### src/rtl/vip_frame_cfg_ctrl_if.sv
// Key, frame and init-status signals in; committed VIP configuration, SDRAM gate and status out.
interface vip_frame_cfg_ctrl_if;
  logic       init_done;
  logic       key_flag;
  logic [1:0] key_value;
  logic       per_frame_vsync;
  logic [2:0] vip_mode;
  logic [3:0] sobel_grade;
  logic [7:0] sobel_threshold;
  logic       frame_we_gate;
  logic [7:0] frame_cnt;
  logic       cfg_pending;
  logic       stall;

  modport slave (
    input  init_done, key_flag, key_value, per_frame_vsync,
    output vip_mode, sobel_grade, sobel_threshold, frame_we_gate, frame_cnt, cfg_pending, stall
  );

  modport master (
    output init_done, key_flag, key_value, per_frame_vsync,
    input  vip_mode, sobel_grade, sobel_threshold, frame_we_gate, frame_cnt, cfg_pending, stall
  );
endinterface

### src/rtl/vip_frame_cfg_ctrl.sv
// Frame-synchronous VIP config controller: key edits go to shadow regs and commit at start-of-frame;
// the SDRAM write gate admits only whole frames after init, and a vsync stall is detected.
//
//   state    | meaning
//   ---------+--------------------------------------------------------
//   IDLE     | init not done, gate closed
//   WAIT_SOF | init done, waiting for the first full frame
//   ACTIVE   | frames admitted to SDRAM, stall timer running
//   STALL    | no SOF within timeout, gate closed, shadow commits live
module vip_frame_cfg_ctrl #(
  parameter int          MODE_NUM    = 5,
  parameter int          GRADE_MAX   = 15,
  parameter int          GRADE_INIT  = 8,
  parameter int          THRESH_BASE = 8,
  parameter int          THRESH_STEP = 8,
  parameter logic [23:0] TIMEOUT_CYC = 24'd4_000_000
) (
  input logic                 clk,
  input logic                 rst_n,
  vip_frame_cfg_ctrl_if.slave bus
);

  localparam logic [3:0] GMAX  = 4'(GRADE_MAX);
  localparam logic [3:0] GINIT = 4'(GRADE_INIT);
  localparam logic [2:0] MLAST = 3'(MODE_NUM - 1);

  typedef enum logic [1:0] {IDLE, WAIT_SOF, ACTIVE, STALL} state_t;

  state_t      state, state_nx;
  logic        vs_q, sof, commit;
  logic [2:0]  mode_sh, mode_nx, mode_q, mode_c_nx;
  logic [3:0]  grade_sh, grade_nx, grade_q, grade_c_nx;
  logic [7:0]  thr_q, frame_q;
  logic        pending_q;
  logic [23:0] tmr_q;
  logic        tmr_load, tmr_run, tmr_done, frame_inc;

  function automatic logic [7:0] thresh_of(input logic [3:0] g);
    logic [11:0] t;
    t = 12'(THRESH_BASE) + 12'(g) * 12'(THRESH_STEP);
    return (t > 12'd255) ? 8'hFF : t[7:0];
  endfunction

  assign sof      = bus.per_frame_vsync & ~vs_q;
  assign commit   = sof | (state == STALL);
  assign tmr_done = (tmr_q == 24'd0);

  always_comb begin
    mode_nx  = mode_sh;
    grade_nx = grade_sh;
    if (bus.key_flag) begin
      case (bus.key_value)
        2'b01:   if (grade_sh != GMAX) grade_nx = grade_sh + 4'd1;
        2'b10:   if (grade_sh != 4'd0) grade_nx = grade_sh - 4'd1;
        2'b11:   mode_nx = (mode_sh == MLAST) ? 3'd0 : mode_sh + 3'd1;
        default: ;
      endcase
    end
    mode_c_nx  = commit ? mode_nx  : mode_q;
    grade_c_nx = commit ? grade_nx : grade_q;
  end

  always_ff @(posedge clk or negedge rst_n) begin
    if (!rst_n) state <= IDLE;
    else        state <= state_nx;
  end

  always_comb begin
    state_nx  = state;
    tmr_load  = 1'b0;
    tmr_run   = 1'b0;
    frame_inc = 1'b0;
    case (state)
      IDLE: if (bus.init_done) state_nx = WAIT_SOF;
      WAIT_SOF, STALL: begin
        if (sof) begin
          state_nx  = ACTIVE;
          tmr_load  = 1'b1;
          frame_inc = 1'b1;
        end
      end
      ACTIVE: begin
        if (sof) begin
          tmr_load  = 1'b1;
          frame_inc = 1'b1;
        end else if (tmr_done) begin
          state_nx = STALL;
        end else begin
          tmr_run = 1'b1;
        end
      end
      default: state_nx = IDLE;
    endcase
    // Losing init beats a coincident SOF: no admit, no count
    if (!bus.init_done) begin
      state_nx  = IDLE;
      tmr_load  = 1'b0;
      tmr_run   = 1'b0;
      frame_inc = 1'b0;
    end
  end

  always_ff @(posedge clk or negedge rst_n) begin
    if (!rst_n) begin
      vs_q      <= 1'b0;
      mode_sh   <= 3'd0;
      grade_sh  <= GINIT;
      mode_q    <= 3'd0;
      grade_q   <= GINIT;
      thr_q     <= thresh_of(GINIT);
      pending_q <= 1'b0;
      frame_q   <= 8'd0;
      tmr_q     <= 24'd0;
    end else begin
      vs_q      <= bus.per_frame_vsync;
      mode_sh   <= mode_nx;
      grade_sh  <= grade_nx;
      mode_q    <= mode_c_nx;
      grade_q   <= grade_c_nx;
      thr_q     <= thresh_of(grade_c_nx);
      pending_q <= (mode_nx != mode_c_nx) || (grade_nx != grade_c_nx);
      if (frame_inc) frame_q <= frame_q + 8'd1;
      // Down-counter from SOF; terminal count at zero holds until reloaded
      if (tmr_load)                tmr_q <= TIMEOUT_CYC - 24'd1;
      else if (tmr_run && !tmr_done) tmr_q <= tmr_q - 24'd1;
    end
  end

  assign bus.vip_mode        = mode_q;
  assign bus.sobel_grade     = grade_q;
  assign bus.sobel_threshold = thr_q;
  assign bus.frame_we_gate   = (state == ACTIVE);
  assign bus.frame_cnt       = frame_q;
  assign bus.cfg_pending     = pending_q;
  assign bus.stall           = (state == STALL);

endmodule

### src/flat_wrapper.sv
// flat-port wrapper written by rule: the top's interface ports become plain ports
module vip_frame_cfg_ctrl_flat 
#(
  parameter int          MODE_NUM    = 5,
  parameter int          GRADE_MAX   = 15,
  parameter int          GRADE_INIT  = 8,
  parameter int          THRESH_BASE = 8,
  parameter int          THRESH_STEP = 8,
  parameter logic [23:0] TIMEOUT_CYC = 24'd4_000_000
)
  (clk, rst_n, bus_init_done, bus_key_flag, bus_key_value, bus_per_frame_vsync, bus_vip_mode, bus_sobel_grade, bus_sobel_threshold, bus_frame_we_gate, bus_frame_cnt, bus_cfg_pending, bus_stall);
  vip_frame_cfg_ctrl_if bus_i ();
  input logic clk;
  input logic rst_n;
  input wire logic [$bits(bus_i.init_done)-1:0] bus_init_done;
  input wire logic [$bits(bus_i.key_flag)-1:0] bus_key_flag;
  input wire logic [$bits(bus_i.key_value)-1:0] bus_key_value;
  input wire logic [$bits(bus_i.per_frame_vsync)-1:0] bus_per_frame_vsync;
  output wire logic [$bits(bus_i.vip_mode)-1:0] bus_vip_mode;
  output wire logic [$bits(bus_i.sobel_grade)-1:0] bus_sobel_grade;
  output wire logic [$bits(bus_i.sobel_threshold)-1:0] bus_sobel_threshold;
  output wire logic [$bits(bus_i.frame_we_gate)-1:0] bus_frame_we_gate;
  output wire logic [$bits(bus_i.frame_cnt)-1:0] bus_frame_cnt;
  output wire logic [$bits(bus_i.cfg_pending)-1:0] bus_cfg_pending;
  output wire logic [$bits(bus_i.stall)-1:0] bus_stall;
  assign bus_i.init_done = bus_init_done;
  assign bus_i.key_flag = bus_key_flag;
  assign bus_i.key_value = bus_key_value;
  assign bus_i.per_frame_vsync = bus_per_frame_vsync;
  assign bus_vip_mode = bus_i.vip_mode;
  assign bus_sobel_grade = bus_i.sobel_grade;
  assign bus_sobel_threshold = bus_i.sobel_threshold;
  assign bus_frame_we_gate = bus_i.frame_we_gate;
  assign bus_frame_cnt = bus_i.frame_cnt;
  assign bus_cfg_pending = bus_i.cfg_pending;
  assign bus_stall = bus_i.stall;
  vip_frame_cfg_ctrl #(.MODE_NUM(MODE_NUM), .GRADE_MAX(GRADE_MAX), .GRADE_INIT(GRADE_INIT), .THRESH_BASE(THRESH_BASE), .THRESH_STEP(THRESH_STEP), .TIMEOUT_CYC(TIMEOUT_CYC)) u_core (.clk(clk), .rst_n(rst_n), .bus(bus_i));
endmodule
### config.mk
export PLATFORM = sky130hd
export DESIGN_NAME = vip_frame_cfg_ctrl_flat
export DESIGN_NICKNAME = d
export VERILOG_FILES = /design/src/rtl/vip_frame_cfg_ctrl_if.sv /design/src/rtl/vip_frame_cfg_ctrl.sv /design/src/flat_wrapper.sv
export SDC_FILE = /design/constraint.sdc
export NUM_CORES = 1
export LEC_CHECK = 0
export CORE_AREA = 2 2 80 82
export CTS_BUF_LIST = sky130_fd_sc_hd__clkbuf_4 sky130_fd_sc_hd__clkbuf_8
export DETAILED_ROUTE_END_ITERATION = 16
export DIE_AREA = 0 0 82 84
export GPL_TIMING_DRIVEN = 1
export PLACE_DENSITY_LB_ADDON = 0.12
export RECOVER_POWER = 25
export SLEW_MARGIN = 20
export SYNTH_ARGS = -nofsm -noshare
export SYNTH_HDL_FRONTEND = slang
export SYNTH_SLANG_ARGS = --single-unit
### constraint.sdc
create_clock -name clk -period 2.6 [get_ports clk]
set_clock_uncertainty 0.15 [all_clocks]
set_input_delay 0.52 -clock clk [delete_from_list [all_inputs] [get_ports clk]]
set_output_delay 0.52 -clock clk [all_outputs]
set_load 0.05 [all_outputs]
==> out/results.txt <==
row count: 29
post-synthesis sequential area ratio: 47.75%
Post-synth EDFFs: 0
io pins: 33
die footprint: 0.006888 mm2
Clk Tree Root Cell: clkbuf_8
initial antenna violation count: 0
Slew @ Worst Pin: 1299 ps
clock slew at reported path FFs: 100 ps
most frequent cells in the layout: dfrtp_1 (51), nand2_1 (32), clkdlybuf4s50_1 (25)
# fillers: 528
met1 GRT Util: 22.46%
gpl congestion: 0.7916
cts bufs inserted: 5
total power: 3139 uW
status: finished, final reports clean
ys async rst share: 100.0%
DP Wirelength: 4.173 mm
power density cells: 891.3 mW/mm2
antenna-violating nets left: 0
H-tree lvl count: 2
vias in the first global route: 2102
Area growth, synth to finish: 21.76%
gr ovfl total: 0
n_diodes: 0
Hold Crit Class: reg -> reg
Leak Pwr: 0.001506 uW
post-synthesis cell count: 275
Setup crit start kind: register
vias per std cell: 5.287
RSZ-0062 raised after global routing: false
Crit. End Element: register
Synth warnings: 0
total of max-cap violations: 0
Max clock buf depth: 2
Crit Path Category: reg -> reg
crit share post-route: 94.27%
latest clock arrival within the worst-skew pair: 310 ps
fin crit period: 2451 ps
Initial Util: 47.45%
DRC violations left: 0
crit-path cells: inv_1, ha_1, nor3b_1, o21ba_1, or4_4, a31oi_4, ha_2, and3_1
CP Max Fanout: 4
Final TNS setup: 0 ps
Final setup viols: 0
synthesis-stage register bit count: 55
cts hold-fix bufs: 0
peak supply drop: 494.9 uV
Min Hold Slack: 338.7 ps
met2 Track Usage GR: 29.71%
vias after detailed routing: 2136
DRT iter0 DRCs: 60
GR peak layer: met2
Sink Count: 55
overall routed net length: 5.629 mm
M3 GR Usage: 3.788%
ys flop type: dfrtp_1
IO buf count: 29
total track usage: 17.70%
drt pass-1 iters: 4
Hold Fails Final Rpt: 0
Slew headroom: 13.37%
Slew Limit Fails: 0
share of layout cells above drive strength 1: 18.65%
Worst EP required: 2700 ps
Crit path arrival time: 2550 ps
largest net degree at the start of global routing: 56
maximum clock rate: 408.0 MHz
Worst path slowest cell: or4_4
Worst path max stage delay: 510 ps
postcts setup bufs: 0
CTS tree: done
commonest non-fill, non-tap cell in the layout: dfrtp_1
Netlist cell types: 57
first-pass GRT wire length: 9.501 mm
Avg WL per Cell: 13.93 um
Die Ht: 84 um
# nets final: 344
syn_area_per_cell: 10.52 um2
core area: 0.006096 mm2
post-synthesis cell area: 0.002893 mm2
Die Wd: 82 um
[flip-flops by register name (all words and copies together), names as in the netlist]
register / cells
u_core.tmr_q: 24
u_core.bus.frame_cnt: 8
u_core.bus.sobel_threshold: 5
u_core.bus.sobel_grade: 4
u_core.grade_sh: 4
u_core.bus.vip_mode: 3
u_core.mode_sh: 3
u_core.state: 2
u_core.bus.cfg_pending: 1
u_core.vs_q: 1
[through the flow]
step           utilization (%)  std cells  cell area (um2)  setup slack [ps]
6_report                 57.78        404             3522             148.9
5_1_grt                  57.78        404             3522             20.62
4_1_cts                  57.61        404             3512             42.46
3_5_place_dp             55.69        396             3395            -458.8
3_3_place_gp             55.69        396             3395            -455.9
2_1_floorplan                -        277             2900             112.2
[metal layers]
layer / wire (um) / up-vias / share of wire [%]
li1: - / 1060 / -
met1: 2615 / 1044 / 46
met2: 2785 / 26 / 49
met3: 143 / 6 / 2.5
met4: 85 / 0 / 1.5
met5: 0 / - / 0
[where the power goes]
part / total [uW] / internal (uW) / switching (uW) / leakage, uW
Clock: 576 / 290 / 286 / 0.0000548
Combinational: 1290 / 516 / 778 / 0.000791
Sequential: 1270 / 1070 / 203 / 0.000660
[critical path, delay by kind of cell (launching register included)]
| kind | cells | cell delay (ps) |
|---|---|---|
| flip-flops | 1 | 420 |
| buffers and inverters | 1 | 90 |
| adder cells (fa/ha/maj) | 2 | 450 |
| AND/OR/NAND/NOR | 3 | 830 |
| AO/OA/AOI/OAI | 2 | 440 |
[area by class of cell]
class | instances | area [um2] | share of cell area, %
timing repair buffer | 50 | 441.7 | 12.54
sequential | 55 | 1381 | 39.22
clock buffer | 5 | 68.82 | 1.954
tap | 77 | 96.34 | 2.735
inverter | 12 | 45.04 | 1.279
multi-input combinational | 202 | 1443 | 40.96
clock inverter | 3 | 46.29 | 1.314
[synthesized netlist by cell type, types with 2 or more instances]
| cell | count | area, um2 |
|---|---|---|
| o21ai_0 | 9 | 45.04 |
| nand3_1 | 7 | 35.03 |
| a31oi_1 | 2 | 12.51 |
| or4_2 | 2 | 17.52 |
| xor2_1 | 11 | 96.34 |
| and3_1 | 4 | 25.02 |
| mux2i_1 | 4 | 40.04 |
| or2_2 | 3 | 18.77 |
| mux2_2 | 6 | 67.56 |
| or4_4 | 2 | 22.52 |
| xnor2_1 | 17 | 148.9 |
| dfstp_2 | 4 | 105.1 |
| nor4_1 | 6 | 37.54 |
| nand2_1 | 32 | 120.1 |
| nor2b_1 | 6 | 37.54 |
| nor2_1 | 15 | 56.30 |
| and2_1 | 2 | 12.51 |
| o211ai_1 | 4 | 30.03 |
| inv_1 | 12 | 45.04 |
| a21oi_1 | 6 | 30.03 |
| clkbuf_1 | 4 | 15.01 |
| dfrtp_1 | 51 | 1276 |
| ha_1 | 11 | 137.6 |
| nand4_1 | 2 | 12.51 |
| or3_1 | 5 | 31.28 |
| nor3_1 | 7 | 35.03 |
| o2111ai_1 | 2 | 17.52 |
| nor3_2 | 3 | 30.03 |
| nand2b_1 | 5 | 31.28 |
| buf_4 | 4 | 30.03 |
[cell families after synthesis]
kind of cell	after synthesis	share of synthesized area, %
buffers and inverters	20	3.114
XOR/XNOR	28	8.477
adder cells (fa/ha/maj)	11	4.758
other	1	0.1296
AO/OA/AOI/OAI	41	10.90
AND/OR/NAND/NOR	109	21.15
multiplexers	10	3.720
flip-flops	55	47.75
[repair_timing]
item                                    4_1_cts  5_1_grt
gates resized for setup                       2        3
endpoints found under the hold margin         0        0
endpoints found under the setup margin        4        3
pin swaps                                     1        2
[final timing paths]
path	from	end	slack, ps	cells after the start
min reg2reg	u_core.bus.frame_cnt[7]	u_core.bus.frame_cnt[7]	340	1
min	u_core.bus.frame_cnt[7]	u_core.bus.frame_cnt[7]	340	1
min in group asynchronous	rst_n	u_core.tmr_q[11]	420	2
max	u_core.grade_sh[0]	u_core.bus.sobel_threshold[7]	150	8
max reg2reg	u_core.grade_sh[0]	u_core.bus.sobel_threshold[7]	150	8
max in group asynchronous	rst_n	u_core.tmr_q[19]	1100	2
(Power assumes the default switching activity.)
